<file path="config.mk">
export PLATFORM = sky130hd
export DESIGN_NAME = multi_byte_add_seq
export DESIGN_NICKNAME = d
export VERILOG_FILES = /design/src/rtl/multi_byte_add_seq_pkg.sv /design/src/rtl/multi_byte_add_seq.sv
export SDC_FILE = /design/constraint.sdc
export NUM_CORES = 1
export LEC_CHECK = 0
export CORE_ASPECT_RATIO = 1.5
export CORE_UTILIZATION = 27
export CTS_BUF_LIST = sky130_fd_sc_hd__clkbuf_8
export DETAILED_ROUTE_END_ITERATION = 10
export MAX_ROUTING_LAYER = met4
export PLACE_DENSITY_LB_ADDON = 0.3
export SYNTH_ARGS = -nofsm -noshare
export SYNTH_HDL_FRONTEND = slang
export SYNTH_SLANG_ARGS = --single-unit
</file>
<file path="constraint.sdc">
create_clock -name clock -period 5.5 [get_ports clock]
set_input_delay 0.55 -clock clock [delete_from_list [all_inputs] [get_ports clock]]
set_output_delay 0.55 -clock clock [all_outputs]
set_load 0.01 [all_outputs]
</file>
<file path="src/rtl/multi_byte_add_seq_pkg.sv">
// Shared constants and state encoding for the byte-serial wide adder sequencer.
package multi_byte_add_seq_pkg;

  localparam int BYTE_W = 8;

  // Encoding 2'd3 is unused; the next-state logic steers it back to IDLE.
  typedef enum logic [1:0] {
    IDLE = 2'd0,
    RUN  = 2'd1,
    DONE = 2'd2
  } state_t;

endpackage

</file>
<file path="src/rtl/multi_byte_add_seq.sv">
// Sequences an NBYTES-wide add through an external 8-bit adder, one byte per clock,
// least-significant byte first, with a start/busy/done handshake.
module multi_byte_add_seq
  import multi_byte_add_seq_pkg::*;
#(
  parameter int unsigned NBYTES = 4
)
(
  input  logic                     clock,
  input  logic                     reset,
  input  logic                     start,
  input  logic [BYTE_W*NBYTES-1:0] a_in,
  input  logic [BYTE_W*NBYTES-1:0] b_in,
  input  logic                     cin,
  output logic                     busy,
  output logic                     done,
  output logic [BYTE_W*NBYTES-1:0] sum_out,
  output logic                     cout_out,
  output logic [BYTE_W-1:0]        add_a,
  output logic [BYTE_W-1:0]        add_b,
  output logic                     add_cin,
  input  logic [BYTE_W-1:0]        add_s,
  input  logic                     add_cout
);

  localparam int unsigned W     = BYTE_W * NBYTES;
  localparam int unsigned IDX_W = $clog2(NBYTES);
  localparam logic [IDX_W-1:0] LAST_IDX = IDX_W'(NBYTES - 1);

  state_t           state;
  state_t           state_next;
  logic [IDX_W-1:0] idx;
  logic [W-1:0]     a_reg;
  logic [W-1:0]     b_reg;
  logic             cin_reg;
  logic             carry_reg;
  logic [W-1:0]     partial;
  logic [W-1:0]     partial_next;
  logic             last_byte;
  logic             accept;

  assign last_byte = (idx == LAST_IDX);
  assign accept    = start && (state != RUN);

  always_ff @(posedge clock) begin
    if (reset) state <= IDLE;
    else       state <= state_next;
  end

  always_comb begin
    state_next = IDLE;
    busy       = 1'b0;
    done       = 1'b0;
    case (state)
      IDLE: begin
        state_next = start ? RUN : IDLE;
      end
      RUN: begin
        busy       = 1'b1;
        state_next = last_byte ? DONE : RUN;
      end
      DONE: begin
        done       = 1'b1;
        state_next = start ? RUN : IDLE;
      end
      default: state_next = IDLE;
    endcase
  end

  // Final sum must include the byte the adder is presenting on the last edge.
  always_comb begin
    partial_next = partial;
    partial_next[BYTE_W*idx +: BYTE_W] = add_s;
  end

  always_comb begin
    add_a   = '0;
    add_b   = '0;
    add_cin = 1'b0;
    if (state == RUN) begin
      add_a   = a_reg[BYTE_W*idx +: BYTE_W];
      add_b   = b_reg[BYTE_W*idx +: BYTE_W];
      add_cin = (idx == '0) ? cin_reg : carry_reg;
    end
  end

  always_ff @(posedge clock) begin
    if (reset) begin
      idx       <= '0;
      a_reg     <= '0;
      b_reg     <= '0;
      cin_reg   <= 1'b0;
      carry_reg <= 1'b0;
      partial   <= '0;
      sum_out   <= '0;
      cout_out  <= 1'b0;
    end else if (state == RUN) begin
      partial   <= partial_next;
      carry_reg <= add_cout;
      if (last_byte) begin
        idx      <= '0;
        sum_out  <= partial_next;
        cout_out <= add_cout;
      end else begin
        idx <= idx + 1'b1;
      end
    end else if (accept) begin
      a_reg   <= a_in;
      b_reg   <= b_in;
      cin_reg <= cin;
      idx     <= '0;
    end
  end

endmodule

</file>
# Word level (Yosys, flattened, before mapping)
# Cells that the tools add are included.
# totals
register_bits	135
inputBits	77
wordCells	40
# classes
add_sub_neg	2
n_eq_ne	4
n_shift	4
mux	13
bitwise_logic	1
n_reduce_logical	7
# ops
op	n
$shiftx A32 B6 Y8	2
$neg A5 Y34	1
$shift A8 B34 Y32 const A	1
$shiftx A8 B34 Y32	1
$bwmux W32	1
$mux W8	2
$mux W2	4
$mux W1	5
$eq A2 B2 Y1 const B	2
$logic_not A2 Y1	2
$pmux W2 S2	1
$reduce_and A2 Y1	2
$add A2 B1 Y2 const B	1
$eq A2 B1 Y1 const B	1
$ne A2 B1 Y1 const B	1
$reduce_bool A2 Y1	1
$reduce_or A2 Y1	1
$logic_and A1 B1 Y1	1
$not A1 Y1	1

# Longest topological paths before layout
# Gate-level depths: netlist (run 1).
# depth
ltp_word	4
ltp_mapped	10
ltp_nobuf	5

# Least setup slack after synthesis (run 1)
# No wires, ideal clock.
# synth_path
path_type	reg-to-reg
from	register idx[1]
to	register sum_out[6]
setup_ns	0.132
arrival_time_ns	2.022
required_time_ns	5.368
setup_slack_ns	3.346
path_stages_with_launch	10
path_cell_list	dfxtp_1 -> buf_2 -> buf_2 -> inv_1 -> ha_1 -> and4bb_2 -> clkbuf_2 -> buf_2 -> a221oi_1 -> nor3_1
# synth_between
elab_chain_cells	3
elab_cells_between_ends	6
# synth_rtl
item	line_no	text
from (decl)	multi_byte_add_seq.sv:32	logic [IDX_W-1:0] idx;
from (signal assigned)	multi_byte_add_seq.sv:105	idx <= idx + 1'b1;
$neg A5 Y34	multi_byte_add_seq.sv:73	partial_next[BYTE_W*idx +: BYTE_W] = add_s;
$shiftx A8 B34 Y32 or $shift A8 B34 Y32 (tied branches)	multi_byte_add_seq.sv:73	
$bwmux W32	multi_byte_add_seq.sv:73	
to (signal assigned)	multi_byte_add_seq.sv:102	sum_out <= partial_next;
to (decl)	multi_byte_add_seq.sv:17	output logic [BYTE_W*NBYTES-1:0] sum_out,
# Parallel ways exist; a longest one is shown, timed or not.
# A chain may end at the register's enable or synchronous reset.

# Worst setup path in the final report (run 1)
# layout_path
from	register state[1]
to	output port add_a[6]
# layout_between
elab_chain_cells	2
# layout_rtl
item	line_no	text
from (decl)	multi_byte_add_seq.sv:30	state_t state;
from (signal assigned)	multi_byte_add_seq.sv:47	else state <= state_next;
$eq A2 B1 Y1	multi_byte_add_seq.sv:80	if (state == RUN) begin
$mux W8	multi_byte_add_seq.sv:80	
to (decl)	multi_byte_add_seq.sv:19	output logic [BYTE_W-1:0] add_a,
# No other way between the ends.

==> results of run 1 <==
## per-stage QoR
stage / instances / instance area [sq um]
floorplan: 681 / 5963
global placement: 1004 / 7214
detailed placement: 1004 / 7214
CTS: 1036 / 7609
global route: 1036 / 7609
finish: 1036 / 7609
## power groups by stage
stage | registers (W) | clock network (W) | logic, W
2_1_floorplan | 0.00104 | 0 | 0.000163
4_1_cts | 0.00104 | 0.000845 | 0.000249
3_3_place_gp | 0.00106 | 0 | 0.000248
6_report | 0.00104 | 0.000818 | 0.000247
5_1_grt | 0.00104 | 0.000887 | 0.000270
3_5_place_dp | 0.00106 | 0 | 0.000248
## placed cells by master (no fill, tap or decap), types with 7 or more instances in the layout
cell type        count
nor3_1               9
nand2_1             13
nand3_1             90
a32oi_1              8
a221oi_1             8
nand4_1             16
clkdlybuf4s50_1    126
nor2_1              44
and2_1              16
mux4_2              16
a311oi_1            15
inv_1                7
nand2b_1            16
a21oi_1             93
clkbuf_8            19
dfxtp_1            134
a211oi_1             9
a22o_1               8
o21ai_0             72
## metal layers
metal	share of wire	wire length, um	GRT usage	up-vias
met3	0.047	800	0.03629	25
met2	0.51	8687	0.2601	152
met4	0.020	348	0.05687	0
met1	0.42	7197	0.1930	2447
li1	-	-	-	2611
met5	0	0	-	-
## final cells by class
| cell class | instances | area (sq um) | share of cell area |
|---|---|---|---|
| inverter | 7 | 26.28 | 0.003453 |
| multi-input combinational | 457 | 2833 | 0.3723 |
| clock inverter | 13 | 132.6 | 0.01743 |
| clock buffer | 19 | 261.5 | 0.03437 |
| sequential | 135 | 2704 | 0.3554 |
| timing repair buffer | 133 | 1311 | 0.1723 |
| tap | 272 | 340.3 | 0.04473 |
## cell families after synthesis
group,synth area share
AND/OR/NAND/NOR,0.1884
flip-flops,0.4532
AO/OA/AOI/OAI,0.2111
adder cells (fa/ha/maj),0.01259
buffers and inverters,0.07260
multiplexers,0.06211
## worst max-delay path by stage
stage | end | slack [ns] | from | cells past startpoint
final | add_a[6] | 1.81 | state[1] | 5
after global routing | add_a[6] | 1.54 | state[1] | 5
after CTS | add_a[6] | 1.76 | state[1] | 5
after detailed placement | add_a[6] | 2.27 | state[1] | 5
after global placement | add_a[6] | 2.29 | state[1] | 5
after floorplan | sum_out[6] | 3.35 | idx[1] | 9
## worst min-delay path, cell delays in order (launching register included)
cell and delay [ns]:
dfxtp_1 0.31, nand2_1 0.05, a21oi_1 0.05
==> metrics.yaml, run 1 <==
die_y_um: 184.0
drc: 0
p_sw_w: 0.0005554
hold_viol_final: 0
antenna_cells: 0
hold_path_end: "partial[13]"
synth_edf_count: 0
fp-row-count: 66
finClkSkew_ns: 0.01201
via_per_inst: 5.053
crit_slowest_cell: "inv_2"
synth_top_area_cell: "dfxtp_1"
outcome: "finished, final reports clean"
cp.buffers_inverters: 3
fin_nets: 834
crit_type: "flip-flop to output pin"
final.setup.tns_ns: 0
tightestPinTransition_ns: 1.117
p_clk_frac: 0.389
num_io_pins: 129
finalWeightedCongestion: 0.7614
critical_path.top_delay_family: "buffers and inverters"
reg2reg_to: "partial[18]"
dr.first_iter.drc_count: 320
totalWireLength_um: 17040
overflow: 0
worstHoldStart: "partial[13]"
cts_resized: 0
drive_above_1_share: 0.07984
final_util: 0.3517
crit_fanout: 80
cts_hold_buf: 0
cap_violations: 0
grt_pass1_vias: 4981
cts_htree_levels: 4
total_power_w: 0.002100
peakVddDrop_mv: 0.1367
p_comb_frac: 0.117
synth_common_cells: "dfxtp_1, a21oi_1, nand3_1"
netlist_top_cells_area: "dfxtp_1, a21oi_1, nand3_1"
clkTransAtPathRegs_ns: 0.07
setup_ws_ns: 1.811
r2r_start: "state[0]"
synth_seq_cells: 135
reg2reg_setup_slack_ns: 2.51
yosys_warnings: 0
grt_antenna_before_repair: 0
ys_seq_area_frac: 0.4532
start_util: 0.2756
setup_violations: 0
wl_per_cell_um: 16.44
period_needed_ns: 3.689
cpPeakStageDelay_ns: 0.66
grt_util_all_layers: 0.1605
hpwl_um: 11000
crit_path_end_kind: "output pin"
die_area_sq_um: 22700
hold-worst-slack_ns: 0.4535
synthesis.nets: 764
min_path_type: "flip-flop to flip-flop"
synth_area_per_cell_sq_um: 8.757
p_int_w: 0.001545
pwr-share-seq: 0.493
synth_top_area_share: 0.4532
slew_headroom: 0.2543
p_sw_frac: 0.2644
synthCells: 681
synth_area_sq_um: 5963
grt_max_degree: 81
drt-pass1-iter-count: 5
grt_pass1_wl_um: 27000
core_area_sq_um: 21640
cts_tree: "yes"
hold_depth: 2
yosys.cell_count.top_type: "dfxtp_1"
maxSlewViolCount: 0
dp_slack_ns: 2.270
postRouteAntennaNets: 0
crit_arrival_ns: 3.14
fin_crit_sh: 0.6707
fillCellCount: 2318
fmax_ghz: 0.2711
cts_sinks: 135
root_buffer: "clkbuf_8"
leakage_nw: 2.475
port_buffers: 128
clkLatencyLatePin_ns: 0.45
reg2reg_depth: 6
async_flop_share: 0
start_kind: "flip-flop"
crit_chain: "nand2b_2, buf_4, inv_2, and2_1, clkdlybuf4s50_1"
cp.required_ns: 4.95
ctsLongestPathBuffers: 2
synth_flop_cell: "dfxtp_1"
syn_to_final_growth_pct: 27.59
grt_setup_unrepaired: "false"
dieWidth_um: 123.3
powerDensity_nw_per_um2: 276.1
postCtsSetupBuffers: 0
ys_types: 35
vias: 5235
cts_buffers: 17
Power figures use the tool's default switching activity.
==> run 2: changes to the inputs <==
==> constraint.sdc (replaced) <==
create_clock -name clock -period 3.35 [get_ports clock]
set_input_delay 0.335 -clock clock [delete_from_list [all_inputs] [get_ports clock]]
set_output_delay 0.335 -clock clock [all_outputs]
set_load 0.01 [all_outputs]
==> metrics.yaml, run 2 (synthesis results as in run 1) <==
globalRouteMet3Util: 0.03660
drc: 0
powerDensity_nw_per_um2: 476.6
crit_type: "flip-flop to output pin"
dr.first_iter.drc_count: 309
period_needed_ns: 2.855
cp.required_ns: 3.01
drt-pass1-iter-count: 4
antenna_cells: 0
vias: 5351
cts_hold_buf: 0
maxSlewViolCount: 0
fin_nets: 840
root_buffer: "clkbuf_8"
grt_pass1_wl_um: 27100
crit_arrival_ns: 2.52
cts_htree_levels: 4
wl_per_cell_um: 16.49
ctsLongestPathBuffers: 2
crit_fanout: 19
leakage_nw: 2.557
min_path_type: "input port to flip-flop"
port_buffers: 128
die_area_sq_um: 22700
outcome: "finished, final reports clean"
dieWidth_um: 123.3
fp-row-count: 66
cts_resized: 0
total_power_w: 0.003690
hold_viol_final: 0
grt_util_all_layers: 0.1602
stdcell_count: 1041
dp_slack_ns: 0.8826
cts_tree: "yes"
placed_cells: 1010
grt_antenna_before_repair: 0
tightestPinTransition_ns: 0.9830
cts_buffers: 17
start_kind: "flip-flop"
grt_setup_unrepaired: "false"
fmax_ghz: 0.3502
grtUsageMet1: 0.1903
cap_violations: 0
clkTransAtPathRegs_ns: 0.08
overflow: 0
layout_common_cells: "dfxtp_1, clkdlybuf4s50_1, a21oi_1, nand3_1, o21ai_0"
totalWireLength_um: 17160
mostFrequentLayoutCell: "dfxtp_1"
clkLatencyLatePin_ns: 0.45
grt_busiest_layer: "met2"
via_per_inst: 5.140
final.setup.tns_ns: 0
finalWeightedCongestion: 0.7551
fin_crit_sh: 0.8523
crit_path_end_kind: "output pin"
postCtsSetupBuffers: 0
slew_headroom: 0.3437
hpwl_um: 10860
drive_above_1_share: 0.08453
setup_violations: 0
cts_sinks: 135
peakVddDrop_mv: 0.1797
finClkSkew_ns: 0.01124
num_io_pins: 129
die_y_um: 184.0
start_util: 0.2756
grt_pass1_vias: 5063
setup_ws_ns: 0.4948
grt_max_degree: 78
use_met2: 0.2641
postRouteAntennaNets: 0
core_area_sq_um: 21640
syn_to_final_growth_pct: 29.86
## run 2: worst paths after layout
| check | from | endpoint | slack (ns) | cells after the start |
|---|---|---|---|---|
| setup / recovery | idx[0] | add_cin | 0.49 | 5 |
| hold / removal | reset | partial[6] | 0.40 | 2 |
| setup reg to reg | idx[0] | sum_out[28] | 0.94 | 5 |
| hold reg to reg | partial[9] | partial[9] | 0.45 | 2 |
## run 2: layout make-up
class                   instances  area [sq um]
clock buffers                  19         261.5
inverters                       7         26.28
clock inverters                12         200.2
fillers                      2272         13890
multi-input cells             457          2830
well taps                     272         340.3
repair buffers                139          1381
flip-flops and latches        135          2704
## run 2: stage by stage
stage	area, sq um	util	hold slack [ns]
5_1_grt	7744	0.3579	0.3892
6_report	7744	0.3579	0.4021
3_5_place_dp	7282	0.3366	0.4437
4_1_cts	7744	0.3579	0.3752
2_1_floorplan	5963	-	0.4323
3_3_place_gp	7282	0.3366	0.4382
## run 2: power breakdown
| group | total [W] | internal (W) | switching [W] |
|---|---|---|---|
| logic | 0.000411 | 0.000189 | 0.000222 |
| registers | 0.00170 | 0.00166 | 0.0000371 |
| clock network | 0.00158 | 0.000924 | 0.000657 |
## run 2: critical path, stage by stage (launching register included)
cell	delay, ns
dfxtp_2	0.77
inv_1	0.19
ha_1	0.31
mux2i_1	0.13
nor2_1	0.09
clkdlybuf4s50_1	0.60
## run 2: per-layer routing
layer | up-vias | wire, um
met2 | 146 | 8690
met3 | 18 | 734
met4 | 0 | 301
met1 | 2566 | 7437
met5 | - | 0
li1 | 2621 | -
